## src/rtl/tasten_eingabe.sv

```systemverilog
// Push-button input peripheral: synchronises and debounces buttons, latches press/release
// events and a press counter, and serves them over the CPU read/write handshake.
module tasten_eingabe #(
  parameter int unsigned TASTEN         = 7,
  parameter int unsigned ENTPRELLZYKLEN = 50000,
  parameter int unsigned ZAEHLERBITS    = 16
) (
  input  logic              Clock,
  input  logic              Reset,
  input  logic [TASTEN-1:0] Tasten,
  input  logic              LesenAn,
  input  logic              SchreibenAn,
  input  logic [1:0]        Adresse,
  input  logic [31:0]       DatenRein,
  output logic [31:0]       DatenRaus,
  output logic              DatenBereit,
  output logic              DatenGeschrieben
);

  typedef enum logic [1:0] {StBereit, StQuittung, StWarten} bus_state_e;

  bus_state_e state_q, state_d;

  logic [TASTEN-1:0]                  sync1_q, sync2_q;
  logic [TASTEN-1:0]                  stabil_q, stabil_d;
  logic [TASTEN-1:0][ZAEHLERBITS-1:0] zaehler_q, zaehler_d;
  logic [TASTEN-1:0]                  gedrueckt_q, gedrueckt_d;
  logic [TASTEN-1:0]                  losgelassen_q, losgelassen_d;
  logic [15:0]                        anzahl_q, anzahl_d;
  logic [31:0]                        daten_raus_q, daten_raus_d;
  logic                               bereit_q, bereit_d;
  logic                               geschrieben_q, geschrieben_d;

  logic [TASTEN-1:0] steigend, fallend;
  logic [TASTEN-1:0] clr_ged, clr_los;
  logic              clr_anz;
  logic [15:0]       anz_inc;
  logic [31:0]       lesewert;

  // Only the low TASTEN bits of write data are meaningful.
  logic unused_daten;
  assign unused_daten = ^DatenRein[31:TASTEN];

  // Debounce: a differing level must persist for ENTPRELLZYKLEN evaluations.
  always_comb begin
    stabil_d  = stabil_q;
    zaehler_d = zaehler_q;
    for (int i = 0; i < TASTEN; i++) begin
      if (sync2_q[i] == stabil_q[i]) begin
        zaehler_d[i] = '0;
      end else if (zaehler_q[i] == ZAEHLERBITS'(ENTPRELLZYKLEN - 1)) begin
        stabil_d[i]  = sync2_q[i];
        zaehler_d[i] = '0;
      end else begin
        zaehler_d[i] = zaehler_q[i] + ZAEHLERBITS'(1);
      end
    end
    steigend = stabil_d & ~stabil_q;
    fallend  = ~stabil_d & stabil_q;
    anz_inc  = '0;
    for (int i = 0; i < TASTEN; i++) begin
      anz_inc = anz_inc + 16'(steigend[i]);
    end
  end

  always_comb begin
    lesewert = '0;
    unique case (Adresse)
      2'd0: lesewert[TASTEN-1:0] = stabil_q;
      2'd1: lesewert[TASTEN-1:0] = gedrueckt_q;
      2'd2: lesewert[TASTEN-1:0] = losgelassen_q;
      2'd3: lesewert[15:0]       = anzahl_q;
      default: lesewert = '0;
    endcase
  end

  always_comb begin
    state_d       = state_q;
    daten_raus_d  = daten_raus_q;
    bereit_d      = 1'b0;
    geschrieben_d = 1'b0;
    clr_ged       = '0;
    clr_los       = '0;
    clr_anz       = 1'b0;
    unique case (state_q)
      StBereit: begin
        // A read takes priority; a simultaneous write is dropped.
        if (LesenAn) begin
          daten_raus_d = lesewert;
          bereit_d     = 1'b1;
          state_d      = StQuittung;
        end else if (SchreibenAn) begin
          geschrieben_d = 1'b1;
          state_d       = StQuittung;
          case (Adresse)
            2'd1:    clr_ged = DatenRein[TASTEN-1:0];
            2'd2:    clr_los = DatenRein[TASTEN-1:0];
            2'd3:    clr_anz = 1'b1;
            default: ;
          endcase
        end
      end
      StQuittung: state_d = StWarten;
      StWarten: begin
        if (!LesenAn && !SchreibenAn) state_d = StBereit;
      end
      default: state_d = StBereit;
    endcase
    // Event set wins over a same-cycle clear.
    gedrueckt_d   = (gedrueckt_q & ~clr_ged) | steigend;
    losgelassen_d = (losgelassen_q & ~clr_los) | fallend;
    anzahl_d      = (clr_anz ? 16'd0 : anzahl_q) + anz_inc;
  end

  always_ff @(posedge Clock) begin
    if (Reset) begin
      state_q       <= StBereit;
      sync1_q       <= '0;
      sync2_q       <= '0;
      stabil_q      <= '0;
      zaehler_q     <= '0;
      gedrueckt_q   <= '0;
      losgelassen_q <= '0;
      anzahl_q      <= '0;
      daten_raus_q  <= '0;
      bereit_q      <= 1'b0;
      geschrieben_q <= 1'b0;
    end else begin
      state_q       <= state_d;
      sync1_q       <= Tasten;
      sync2_q       <= sync1_q;
      stabil_q      <= stabil_d;
      zaehler_q     <= zaehler_d;
      gedrueckt_q   <= gedrueckt_d;
      losgelassen_q <= losgelassen_d;
      anzahl_q      <= anzahl_d;
      daten_raus_q  <= daten_raus_d;
      bereit_q      <= bereit_d;
      geschrieben_q <= geschrieben_d;
    end
  end

  assign DatenRaus        = daten_raus_q;
  assign DatenBereit      = bereit_q;
  assign DatenGeschrieben = geschrieben_q;

endmodule

```

## config.mk

```make
export PLATFORM = sky130hd
export DESIGN_NAME = tasten_eingabe
export DESIGN_NICKNAME = d
export VERILOG_FILES = /design/src/rtl/tasten_eingabe.sv
export SDC_FILE = /design/constraint.sdc
export NUM_CORES = 1
export LEC_CHECK = 0
export CAP_MARGIN = 40
export CORE_MARGIN = 10
export CORE_UTILIZATION = 40
export DETAILED_ROUTE_END_ITERATION = 8
export SYNTH_ARGS = -nofsm -noshare
export SYNTH_HDL_FRONTEND = slang
export SYNTH_SLANG_ARGS = --single-unit
```

## constraint.sdc

```tcl
create_clock -name Clock -period 4.4 [get_ports Clock]
set_input_delay 0.88 -clock Clock [delete_from_list [all_inputs] [get_ports Clock]]
set_output_delay 0.88 -clock Clock [all_outputs]
set_load 0.01 [all_outputs]
```

* After elaboration in Yosys (flattened, before gate mapping)
Index checks and enable logic that the tools add are counted. W data, S select, Z words.
Storage, ports and cells: register bits after elaboration 183, output and inout port bits 34, logic and storage cells 114
Operators by class: reductions and logical operators 16, eq/ne operators 21, mux-type cells 35, bitwise operators 11, add/sub/neg operators 14
Operators by type and width (count):
- $add A16 B1 Y16 const B | 7
- $eq A16 B16 Y1 const B | 7
- $mux W7 | 8
- $and A7 B7 Y7 | 4
- $not A7 Y7 | 4
- $pmux W7 S4 | 1
- $reduce_or A3 Y1 | 8
- $mux W1 | 20
- $add A16 B7 Y16 | 1
- $mux W16 | 1
- $or A7 B7 Y7 | 2
- $mux W9 | 1
- $add A6 B1 Y7 | 1
- $eq A1 B1 Y1 | 7
- $add A5 B1 Y6 | 1
- $eq A2 B2 Y1 const B | 3
- $mux W2 | 3
- $pmux W2 S3 | 1
- $add A4 B1 Y5 | 1
- $add A3 B1 Y4 | 1
- $eq A2 B1 Y1 const B | 2
- $logic_not A2 Y1 | 2
- $reduce_and A2 Y1 | 2
- $add A2 B1 Y3 | 1
- 7 further kinds | 8

* Longest topological paths before layout
word-level depth 11, gate-level depth with buffers 17

* Worst setup path after synthesis
No wires, ideal clock.
path kind register -> register, from register zaehler_q[48] (netlist name), to register anzahl_q[12], arrival 4.433 ns, setup slack -0.160 ns, cell stages (with the launch flop) 18, setup time 0.128 ns, cell sequence dfxtp_1 -> ha_1 -> nand3_1 -> nor4_1 -> nand3_1 -> or3b_2 -> fa_1 -> fa_1 -> fa_1 -> inv_1 -> ha_1 -> inv_1 -> fa_1 -> nor2b_1 -> o21ai_1 -> a211oi_1 -> xor2_1 -> nor2_1
On the way: cells in the longest elaborated chain, start to end 9
Ends and longest elaborated chain:
- from (decl) | line 26 | logic [TASTEN-1:0][ZAEHLERBITS-1:0] zaehler_q, zaehler_d;
- from (signal assigned) | line 133 | zaehler_q <= zaehler_d;
- $eq A16 B16 Y1 | line 51 | end else if (zaehler_q[i] == ZAEHLERBITS'(ENTPRELLZYKLEN - 1)) begin
- $mux W1 | line 51
- $mux W1 | line 49 | if (sync2_q[i] == stabil_q[i]) begin
- $and A7 B7 Y7 | line 58 | steigend = stabil_d & ~stabil_q;
- $add A3 B1 Y4 | line 62 | anz_inc = anz_inc + 16'(steigend[i]);
- $add A4 B1 Y5 | line 62
- $add A5 B1 Y6 | line 62
- $add A6 B1 Y7 | line 62
- $add A16 B7 Y16 | line 112 | anzahl_d = (clr_anz ? 16'd0 : anzahl_q) + anz_inc;
- to (signal assigned) | line 136 | anzahl_q <= anzahl_d;
- to (decl) | line 29 | logic [15:0] anzahl_q, anzahl_d;
Every way passes these cells. A chain may end at the register's enable or synchronous reset.

* Worst setup path in the final report
from register zaehler_q[28] (netlist name), to register anzahl_q[12]
On the way: cells in the longest elaborated chain, start to end 11
Ends and longest elaborated chain (line):
- $eq A16 B16 Y1 | 51
- $mux W1 | 51
- $mux W1 | 49
- $and A7 B7 Y7 | 58
- $add A1 B1 Y2 | 62
- $add A2 B1 Y3 | 62
- $add A3 B1 Y4 | 62
- $add A4 B1 Y5 | 62
- $add A5 B1 Y6 | 62
- $add A6 B1 Y7 | 62
- $add A16 B7 Y16 | 112
Every way passes these cells.

==> impl_metrics.csv <==
group,metric,value,unit
floorplanning,fp.coreArea,19700,sq um
detailed_routing,drc,0,
clock_network,root_buffer,"clkbuf_16",
floorplanning,chipHeight,162,um
critical_path,cp_max_fo,5,
logic_synthesis,synth-xor-area-share,12.3,%
logic_synthesis,syn_area,8060,sq um
timing,hold_slack,436,ps
grt,antenna_found_initial,0,
floorplanning,ios,79,
placed_design,hpwl,11500,um
logic_synthesis,synth_top_family_by_area,"simple AND/OR/NAND/NOR gates",
logic_synthesis,synthCells,901,
grt,grt_pass1_wl,28200,um
timing,fmax,232,MHz
detailed_routing,drtAntennaViolNets,0,
clock_network,cts_max_path_buffers,2,
clock_network,cts_buffers,17,
logic_synthesis,synth_simple_gate_area_share,27.7,%
finish,final_layout_size_suffix_gt1_share,12.2,%
grt,grt_max_degree,33,
finish,area_delta_synth_final,20.3,%
floorplanning,die_w,162,um
floorplanning,start_util,41.0,%
worst_hold_path,hp-class,"reg2reg",
grt,grt_overflow,0,
floorplanning,rows,51,
critical_path,path_class,"reg2reg",
floorplanning,dieArea,26200,sq um
detailed_routing,viasPerCell,4.81,
power_and_ir_drop,cellPowerDensity,345,nW/um^2
timing,maxSlewViolCount,0,
placed_design,gp_congestion,0.775,
logic_synthesis,synth-seq-cells,183,
grt,grt_pass1_vias,5934,
clock_network,numClockSinks,183,
finish,fillCellCount,1906,
status,run_status,"finished, final reports clean",
timing,tns,0,ps
critical_path,critPathArrivalTime,4610,ps
logic_synthesis,ys_seq_area_share,45.5,%
clock_network,clkTransAtPathRegs,70,ps
power_and_ir_drop,power.leakage,3.28,nW
logic_synthesis,synth_cell_types,47,
logic_synthesis,syn_area_per_cell,8.94,sq um
logic_synthesis,ys.flop_type,"dfxtp_1",
logic_synthesis,synthAdderAreaFrac,3.17,%
run,max_cap_viol_count,0,
detailed_routing,wirelength,16500,um
clock_network,cts_tree,"done",
timing,max_slew_margin,52.5,%
finish,final_cell_mix,"dfxtp_1, nor2_1, nand2_1",
logic_synthesis,synthMuxAreaShare,2.83,%
power_and_ir_drop,ir_drop,0.257,mV
timing,rsz0062_at_grt,"yes",
placed_design,portBuffers,37,
logic_synthesis,synth-edff-count,0,
timing,setup_viol,0,
timing,timing.final.crit_share,97.9,%
timing,worst_slew_pin_slew,708,ps
critical_path,cp-end-kind,"flip-flop",
finish,final_common_cell,"dfxtp_1",
logic_synthesis,synth_compound_area_share,4.75,%
timing,period_needed,4310,ps
detailed_routing,wl_per_cell,13.1,um
finish,fin_nets,1043,
clock_network,insertion_delay,440,ps
grt,grtUsageTotal,13.0,%
logic_synthesis,async_flop_share,0,%
detailed_routing,drt_iter0_markers,321,
critical_path,startpoint_type,"flip-flop",
critical_path,required,4700,ps
detailed_routing,drtPass1Iterations,5,
clock_network,htree_levels,4,
timing,hold_violations,0,
timing,finClkSkew,16.6,ps
detailed_routing,via_count,6052,
logic_synthesis,yosys_warnings,0,
cell families (layout without fill, tap and decap cells):
group                    after synthesis  in the layout
AND/OR/NAND/NOR                      450            450
buffers and inverters                 57            134
other                                  1             17
multiplexers                          14             14
XOR/XNOR                             113            113
AO/OA/AOI/OAI                         65             65
flip-flops                           183            183
adder cells (fa/ha/maj)               18             18
layer usage:
metal | vias to the layer above | routed length [um] | global-route usage, %
met5 | - | 0 | 0
met4 | 0 | 193 | 4.47
met3 | 15 | 416 | 3.41
met2 | 59 | 7970 | 21.6
met1 | 2801 | 7900 | 15.8
li1 | 3177 | - | -
synthesized netlist by cell type, drive strengths merged, types with 21 or more instances:
master / number / area, sq um
xor2: 54 / 473
nand4: 25 / 156
nand2: 73 / 274
nand3: 43 / 215
dfxtp: 183 / 3660
buf: 26 / 183
nor2: 173 / 649
nor2b: 21 / 131
xnor2: 59 / 517
a21oi: 25 / 125
repair_timing:
item	4_1_cts	5_1_grt
hold buffers	0	0
pin swaps	14	21
endpoints found under the setup margin	5	12
setup buffers	2	6
resized for setup	8	19
worst max-delay path, stage by stage (launching register included):
cell and delay [ps]:
dfxtp_1 320, or4_4 530, nor3_2 130, buf_4 140, nand3b_1 150, fa_1 520, fa_1 550, fa_1 420
inv_1 70, ha_2 180, inv_2 40, fa_2 410, nor2b_4 150, o21ai_4 110, a211oi_2 250, xor2_1 160
nor2_1 50
path summary, 6_finish.rpt:
| kind | start | endpoint | slack (ps) | cells past startpoint |
|---|---|---|---|---|
| setup reg to reg | zaehler_q[28] | anzahl_q[12] | 90 | 16 |
| hold / removal | sync1_q[5] | sync2_q[5] | 440 | 1 |
| setup / recovery | zaehler_q[28] | anzahl_q[12] | 90 | 16 |
| hold reg to reg | sync1_q[5] | sync2_q[5] | 440 | 1 |
layout make-up:
cell class              count  area (sq um)  area share (%)
flip-flops and latches    183          3670            37.9
inverters                  18          67.6           0.697
clock buffers              18           439            4.53
repair buffers             84           716            7.38
clock inverters            14           175            1.81
well taps                 265           332            3.42
multi-input cells         676          4290            44.3
diodes                      1          2.50          0.0258
per-stage QoR:
step | cells | setup slack [ps] | power, W | utilization [%] | cell area (sq um)
6_report | 1259 | 90.8 | 0.00335 | 49.3 | 9700
3_3_place_gp | 1217 | -69.8 | 0.00181 | 45.3 | 8900
2_1_floorplan | 916 | 31.9 | 0.00178 | - | 8150
4_1_cts | 1252 | 14.6 | 0.00339 | 48.7 | 9570
3_5_place_dp | 1218 | -57.6 | 0.00181 | 45.3 | 8900
5_1_grt | 1258 | -142 | 0.00346 | 49.3 | 9690
where the power goes:
group,switching [W],internal (W)
clock,0.000664,0.000911
sequential,0.00000832,0.00167
combinational,0.0000605,0.0000358
total,0.000733,0.00261
state kept, by name, summed over array words and instances (netlist names):
signal and cells:
DatenBereit 1, DatenGeschrieben 1, DatenRaus 16, anzahl_q 16, gedrueckt_q 7, losgelassen_q 7, stabil_q 7, state_q 2
sync1_q 7, sync2_q 7, zaehler_q 112
Note: power is estimated with default switching activity, not from simulation.
